`src/rtl/mdu_pkg.sv`:
```
// Shared types and opcode helpers for the iterative multiply/divide unit.
package mdu_pkg;

  typedef enum logic [2:0] {
    OP_MUL    = 3'b000,
    OP_MULH   = 3'b001,
    OP_MULHSU = 3'b010,
    OP_MULHU  = 3'b011,
    OP_DIV    = 3'b100,
    OP_DIVU   = 3'b101,
    OP_REM    = 3'b110,
    OP_REMU   = 3'b111
  } mdu_op_e;

  typedef enum logic [1:0] {
    ST_IDLE,
    ST_CALC,
    ST_FIX,
    ST_DONE
  } mdu_state_e;

  function automatic logic is_div(input mdu_op_e op);
    return (op == OP_DIV) || (op == OP_DIVU) || (op == OP_REM) || (op == OP_REMU);
  endfunction

  function automatic logic is_signed_a(input mdu_op_e op);
    return (op == OP_MULH) || (op == OP_MULHSU) || (op == OP_DIV) || (op == OP_REM);
  endfunction

  function automatic logic is_signed_b(input mdu_op_e op);
    return (op == OP_MULH) || (op == OP_DIV) || (op == OP_REM);
  endfunction

endpackage

```
`src/rtl/mdu_iter_step.sv`:
```
// One iteration of unsigned shift-add multiply or restoring divide.
// Multiply: acc = {partial_hi, multiplier}, opnd = multiplicand.
// Divide:   acc[WIDTH-1:0] = dividend shifting out / quotient shifting in,
//           opnd = divisor, rem = partial remainder.
module mdu_iter_step #(
  parameter int unsigned WIDTH = 32
) (
  input  logic                 is_div_i,
  input  logic [2*WIDTH-1:0]   acc_i,
  input  logic [WIDTH-1:0]     opnd_i,
  input  logic [WIDTH:0]       rem_i,
  output logic [2*WIDTH-1:0]   acc_o,
  output logic [WIDTH:0]       rem_o
);

  logic [WIDTH:0]   mul_sum;
  logic [WIDTH+1:0] div_shift;
  logic [WIDTH+1:0] div_opnd;
  logic             div_borrow;

  // Select the multiply or divide iteration result.
  always_comb begin
    mul_sum    = {1'b0, acc_i[2*WIDTH-1:WIDTH]} + {1'b0, (acc_i[0] ? opnd_i : '0)};
    div_shift  = {rem_i, acc_i[WIDTH-1]};
    div_opnd   = {2'b00, opnd_i};
    div_borrow = (div_shift < div_opnd);
    acc_o      = acc_i;
    rem_o      = rem_i;
    if (is_div_i) begin
      rem_o = div_borrow ? div_shift[WIDTH:0] : (WIDTH+1)'(div_shift - div_opnd);
      acc_o = {acc_i[2*WIDTH-1:WIDTH], acc_i[WIDTH-2:0], ~div_borrow};
    end else begin
      acc_o = {mul_sum, acc_i[WIDTH-1:1]};
    end
  end

endmodule

```
`src/rtl/mul_div_unit.sv`:
```
// Iterative RV32M-style multiply/divide unit with valid/ready handshakes,
// divide fast path, flush and output backpressure.
module mul_div_unit
  import mdu_pkg::*;
#(
  parameter int unsigned WIDTH = 32,
  parameter int unsigned OP    = 3
) (
  input  logic             clk,
  input  logic             rst_n,
  input  logic             in_valid,
  output logic             in_ready,
  input  logic [OP-1:0]    op,
  input  logic [WIDTH-1:0] rs1,
  input  logic [WIDTH-1:0] rs2,
  input  logic             flush,
  output logic             out_valid,
  input  logic             out_ready,
  output logic [WIDTH-1:0] result,
  output logic             busy
);

  localparam int unsigned   CW      = $clog2(WIDTH);
  localparam logic [WIDTH-1:0] MIN_NEG = {1'b1, {(WIDTH-1){1'b0}}};

  mdu_state_e           state_q, state_d;
  mdu_op_e              op_q, op_d, op_in;
  logic                 neg_a_q, neg_a_d, neg_b_q, neg_b_d;
  logic [WIDTH-1:0]     opnd_q, opnd_d;
  logic [WIDTH-1:0]     result_q, result_d;
  logic [2*WIDTH-1:0]   acc_q, acc_d, acc_step;
  logic [WIDTH:0]       rem_q, rem_d, rem_step;
  logic [CW-1:0]        cnt_q, cnt_d;

  logic                 a_neg, b_neg, div_zero, div_ovf;
  logic [WIDTH-1:0]     abs_a, abs_b, quo_fix;
  logic [2*WIDTH-1:0]   prod_fix;

  assign op_in     = mdu_op_e'(op);
  assign in_ready  = (state_q == ST_IDLE);
  assign busy      = (state_q != ST_IDLE);
  assign out_valid = (state_q == ST_DONE);
  assign result    = result_q;

  mdu_iter_step #(.WIDTH(WIDTH)) u_step (
    .is_div_i (is_div(op_q)),
    .acc_i    (acc_q),
    .opnd_i   (opnd_q),
    .rem_i    (rem_q),
    .acc_o    (acc_step),
    .rem_o    (rem_step)
  );

  // Operand sign/magnitude at accept and signed fix-up of the finished magnitudes.
  always_comb begin
    a_neg    = is_signed_a(op_in) && rs1[WIDTH-1];
    b_neg    = is_signed_b(op_in) && rs2[WIDTH-1];
    abs_a    = a_neg ? -rs1 : rs1;
    abs_b    = b_neg ? -rs2 : rs2;
    div_zero = (rs2 == '0);
    div_ovf  = ((op_in == OP_DIV) || (op_in == OP_REM)) && (rs1 == MIN_NEG) && (rs2 == '1);
    prod_fix = (neg_a_q ^ neg_b_q) ? -acc_q : acc_q;
    quo_fix  = ((neg_a_q ^ neg_b_q) && (opnd_q != '0)) ? -acc_q[WIDTH-1:0] : acc_q[WIDTH-1:0];
  end

  // Next-state and datapath loads; flush overrides every transition.
  always_comb begin
    state_d  = state_q;
    op_d     = op_q;
    neg_a_d  = neg_a_q;
    neg_b_d  = neg_b_q;
    opnd_d   = opnd_q;
    result_d = result_q;
    acc_d    = acc_q;
    rem_d    = rem_q;
    cnt_d    = cnt_q;
    if (flush) begin
      state_d = ST_IDLE;
    end else begin
      case (state_q)
        ST_IDLE: begin
          if (in_valid) begin
            op_d    = op_in;
            neg_a_d = a_neg;
            neg_b_d = b_neg;
            cnt_d   = CW'(WIDTH - 1);
            rem_d   = '0;
            // Divide keeps the divisor in opnd and dividend in acc; multiply swaps roles.
            if (is_div(op_in)) begin
              opnd_d = abs_b;
              acc_d  = {{WIDTH{1'b0}}, abs_a};
            end else begin
              opnd_d = abs_a;
              acc_d  = {{WIDTH{1'b0}}, abs_b};
            end
            if (is_div(op_in) && div_zero) begin
              result_d = op_in[1] ? rs1 : '1;
              state_d  = ST_DONE;
            end else if (div_ovf) begin
              result_d = op_in[1] ? '0 : rs1;
              state_d  = ST_DONE;
            end else begin
              state_d  = ST_CALC;
            end
          end
        end
        ST_CALC: begin
          acc_d = acc_step;
          rem_d = rem_step;
          cnt_d = cnt_q - CW'(1);
          if (cnt_q == '0) state_d = ST_FIX;
        end
        ST_FIX: begin
          case (op_q)
            OP_MUL:                       result_d = prod_fix[WIDTH-1:0];
            OP_MULH, OP_MULHSU, OP_MULHU: result_d = prod_fix[2*WIDTH-1:WIDTH];
            OP_DIV, OP_DIVU:              result_d = quo_fix;
            default:                      result_d = WIDTH'(neg_a_q ? -rem_q : rem_q);
          endcase
          state_d = ST_DONE;
        end
        default: begin
          if (out_ready) state_d = ST_IDLE;
        end
      endcase
    end
  end

  // FSM state register.
  always_ff @(posedge clk or negedge rst_n) begin
    if (!rst_n) state_q <= ST_IDLE;
    else        state_q <= state_d;
  end

  // Datapath registers.
  always_ff @(posedge clk or negedge rst_n) begin
    if (!rst_n) begin
      op_q     <= OP_MUL;
      neg_a_q  <= 1'b0;
      neg_b_q  <= 1'b0;
      opnd_q   <= '0;
      result_q <= '0;
      acc_q    <= '0;
      rem_q    <= '0;
      cnt_q    <= '0;
    end else begin
      op_q     <= op_d;
      neg_a_q  <= neg_a_d;
      neg_b_q  <= neg_b_d;
      opnd_q   <= opnd_d;
      result_q <= result_d;
      acc_q    <= acc_d;
      rem_q    <= rem_d;
      cnt_q    <= cnt_d;
    end
  end

endmodule

```
`config.mk`:
```
export PLATFORM = sky130hd
export DESIGN_NAME = mul_div_unit
export DESIGN_NICKNAME = d
export VERILOG_FILES = /design/src/rtl/mdu_pkg.sv /design/src/rtl/mdu_iter_step.sv /design/src/rtl/mul_div_unit.sv
export SDC_FILE = /design/constraint.sdc
export NUM_CORES = 1
export LEC_CHECK = 0
export CAP_MARGIN = 25
export CORE_ASPECT_RATIO = 0.5
export CORE_MARGIN = 2
export CORE_UTILIZATION = 40
export CTS_CLUSTER_SIZE = 14
export DETAILED_ROUTE_END_ITERATION = 12
export GPL_TIMING_DRIVEN = 0
export PLACE_DENSITY_LB_ADDON = 0.25
export SLEW_MARGIN = 10
export SYNTH_ARGS = -nofsm -noshare
export SYNTH_HDL_FRONTEND = slang
export SYNTH_SLANG_ARGS = --single-unit
```
`constraint.sdc`:
```
create_clock -name clk -period 4.39 [get_ports clk]
set_input_delay 0.878 -clock clk [delete_from_list [all_inputs] [get_ports clk]]
set_output_delay 0.878 -clock clk [all_outputs]
set_load 0.005 [all_outputs]
```
==> metrics <==
Leakage=7.84 nW; fmax=0.232 GHz; Final Max Tran Viols=0; CP top delay family=simple AND/OR/NAND/NOR gates; setup violators final=0; Sw Ratio=53.8%; Power Dens Cells=618 mW/mm2; initial antenna violation count=1; Setup crit start kind=input pin; WL/cell=24.5 um; DRC violations left=0; Avg Inst Size Synth=7.58 um2; Final Cycle Share=98.1%; critical path, cell by cell=clkdlybuf4s50_1 -> or4_1 -> or3_1 -> or4_4 -> nor3_4 -> a21oi_2 -> nand3b_4 -> a21oi_1 -> buf_2 -> o221ai_1 -> o21a_1; Synth Instances=2148; # rows=52; critical-path maximum fanout=10; path type of the worst min-delay path=input pin to async pin; origin of the worst setup path=rs2[24]; unrepaired setup endpoints after global routing=no; fillers=4080; Critical Path AT=4640 ps; die width=289 um; Starting Density=40.4%; # nets final=2422; Syn Std Cell Area=0.0163 mm2; Longest Clk Path Bufs=2; Post-Syn Nets=2297; DRT antenna net count=0; VDD IR max=0.335 mV; Reg2Reg Depth=14; flip-flop and latch count after synthesis=173; grt total ovfl=0; DRC marker count from the first detailed-route iteration=2515; crit path buf inv count=2; worst slew pin tran=964 ps; met2 usage in global routing=45.1%; total wire length=69.3 mm; CP max stage cell=or4_1; Register Area=0.00433 mm2; Area Growth Syn to Fin=14.8%; I/O pin total=107; area of the multi-input gates=0.0112 mm2; Num Clock Sinks=173; RePlAce Congestion=1.03; Slew HR=35.8%; fraction of registers with async set/reset=100%; Crit path largest cell delay=590 ps; n_diodes=0; max-cap violation count=0; vias in the first global route=16100; cts hold-fix bufs=0; RR Startpoint=acc_q[31]; combinational share of power=61.1%; global router's overall resource usage=32.6%; Min Clock Period, post-route=4310 ps; die footprint=0.0424 mm2; switching power=6.22 mW; Distinct cells, synth=80; status=complete, no violations; Ys Warns=0; ys flop type=dfrtp_1; root buffer cell=clkbuf_16; grt met1 use=47.8%; Crit path depth=11; Die Span Y=147 um; Num CTS Buffers=17; layout cell share with drive strength beyond 1=5.07%; Skew-Pair Late Insertion Delay=470 ps; Post-DP HPWL=55.2 mm; clock-pin slew on the worst setup and hold paths=80 ps; CTS tree=done; Pint=5.33 mW; routed via count=17600; register area share after synthesis=26.6%; PnR Total Power=11.5 mW; setup_tns=0 ps; CP Class=input pin to flop; Clock power frac=13.6%; vias per inst=6.21; CP required=4730 ps; Hold WS=331 ps; largest net degree at the start of global routing=101; Core Area=0.0403 mm2; sequential share of power=25.3%; gr busiest metal=met1; Port Buf Inserts=105; post-route clock skew=17.6 ps; H-tree levels=4; GRT met3 Usage=8.19%; first-pass GRT wire length=103 mm; TritonRoute pass-1 iters=6; Post-synth EDFFs=0; final hold vios=0; Setup crit end kind=flop
path summary, 6_finish.rpt:
| kind | endpoint | slack (ps) |
|---|---|---|
| setup reg to reg | acc_q[0] | 120 |
| min in group clk | result[3] | 480 |
| max in group asynchronous | result[19] | 3100 |
| hold reg to reg | result[3] | 480 |
| setup / recovery | result[24] | 80 |
| hold / removal | acc_q[29] | 330 |
state kept, by name, indices dropped and copies added (netlist names):
name	cells
acc_q	64
cnt_q	5
neg_a_q	1
neg_b_q	1
op_q	3
opnd_q	32
rem_q	33
result	32
state_q	2
power groups by stage:
stage	Sequential, mW	Combinational [mW]	Clock, mW
after global placement	2.86	6.76	0
after detailed placement	2.86	6.78	0
final	2.92	7.05	1.57
after global routing	2.93	7.57	1.66
after CTS	2.84	6.82	1.57
after floorplan	2.47	4.48	0
logic make-up after synthesis:
| kind of cell | synth area share (%) |
|---|---|
| adders and majority gates | 6.93 |
| muxes | 3.39 |
| xor gates and xnor gates | 10.1 |
| AOI/OAI and AO/OA | 28.6 |
| DFF | 26.6 |
| and+or+nand+nor | 19.2 |
| buffers and inverters | 5.11 |
timing repair:
action | 4_1_cts | 5_1_grt
buffers inserted | 0 | 0
hold endpoints to repair | 0 | 0
endpoints found under the setup margin | 24 | 57
gates resized for setup | 2 | 15
stage by stage:
step / cells / util [%] / setup slack, ps / instance area (um2)
floorplan: 2148 / - / 896 / 16300
global placement: 2793 / 44.7 / -5210 / 18000
detailed placement: 2794 / 44.8 / -401 / 18100
CTS: 2826 / 46.3 / 5.11 / 18600
global route: 2826 / 46.4 / 5.38 / 18700
finish: 2826 / 46.4 / 81.6 / 18700
cell usage in the layout, fill, tap and decap left out, types with 28 or more instances in the layout:
cell type,n
xor2_1,77
nand2_1,221
dfrtp_1,172
inv_1,83
nor3_1,51
o21ai_0,224
a31oi_1,29
clkbuf_1,105
nand3_1,28
xnor2_1,111
a21oi_1,212
a211oi_1,44
mux2_2,33
nor2_1,227
clkdlybuf4s50_1,104
ha_1,75
a21o_1,42
area by class of cell:
type	count	share of cell area [%]
buffer	130	2.80
clock buffer	18	2.35
clock inverter	14	0.716
inverter	84	1.69
multi-input combinational	1761	59.9
sequential	173	23.2
tap	540	3.62
timing repair buffer	106	5.80
routing by layer:
layer,wire (um),part of all wire (%),vias up
li1,-,-,8055
met1,30600,44,8409
met2,27900,40,935
met3,7970,11,150
met4,2790,4.0,2
met5,92,0.13,-
cells in the mapped netlist (7+ instances only):
library cell / count / area share [%]
nand4_1: 17 / 0.65
a21oi_1: 212 / 6.5
or3_1: 16 / 0.61
nand3_1: 28 / 0.86
xor2_1: 77 / 4.1
o2111ai_1: 7 / 0.38
a21o_1: 42 / 1.9
a22oi_1: 7 / 0.32
nor2b_1: 9 / 0.35
and3_1: 14 / 0.54
o21bai_1: 11 / 0.51
mux2i_1: 18 / 1.1
nor4_1: 29 / 1.1
dfrtp_1: 173 / 27
a22o_1: 26 / 1.4
buf_1: 10 / 0.23
a221oi_1: 8 / 0.43
inv_1: 83 / 1.9
ha_1: 75 / 5.8
o21ai_0: 226 / 6.9
nand2_1: 221 / 5.1
mux2_2: 33 / 2.3
maj3_1: 15 / 0.92
or2_2: 9 / 0.35
o22ai_1: 8 / 0.31
and2_1: 12 / 0.46
o31ai_1: 26 / 1.2
nor3_1: 53 / 1.6
a211oi_1: 44 / 2.0
xnor2_1: 111 / 6.0
or4_1: 10 / 0.46
buf_2: 7 / 0.22
o41ai_1: 9 / 0.48
o21a_1: 12 / 0.55
nand2b_1: 14 / 0.54
a32oi_1: 10 / 0.54
clkbuf_1: 108 / 2.5
nor2_1: 228 / 5.3
a31oi_1: 29 / 1.1
o211ai_1: 14 / 0.65
No activity file was read; power rests on OpenSTA's default activity.
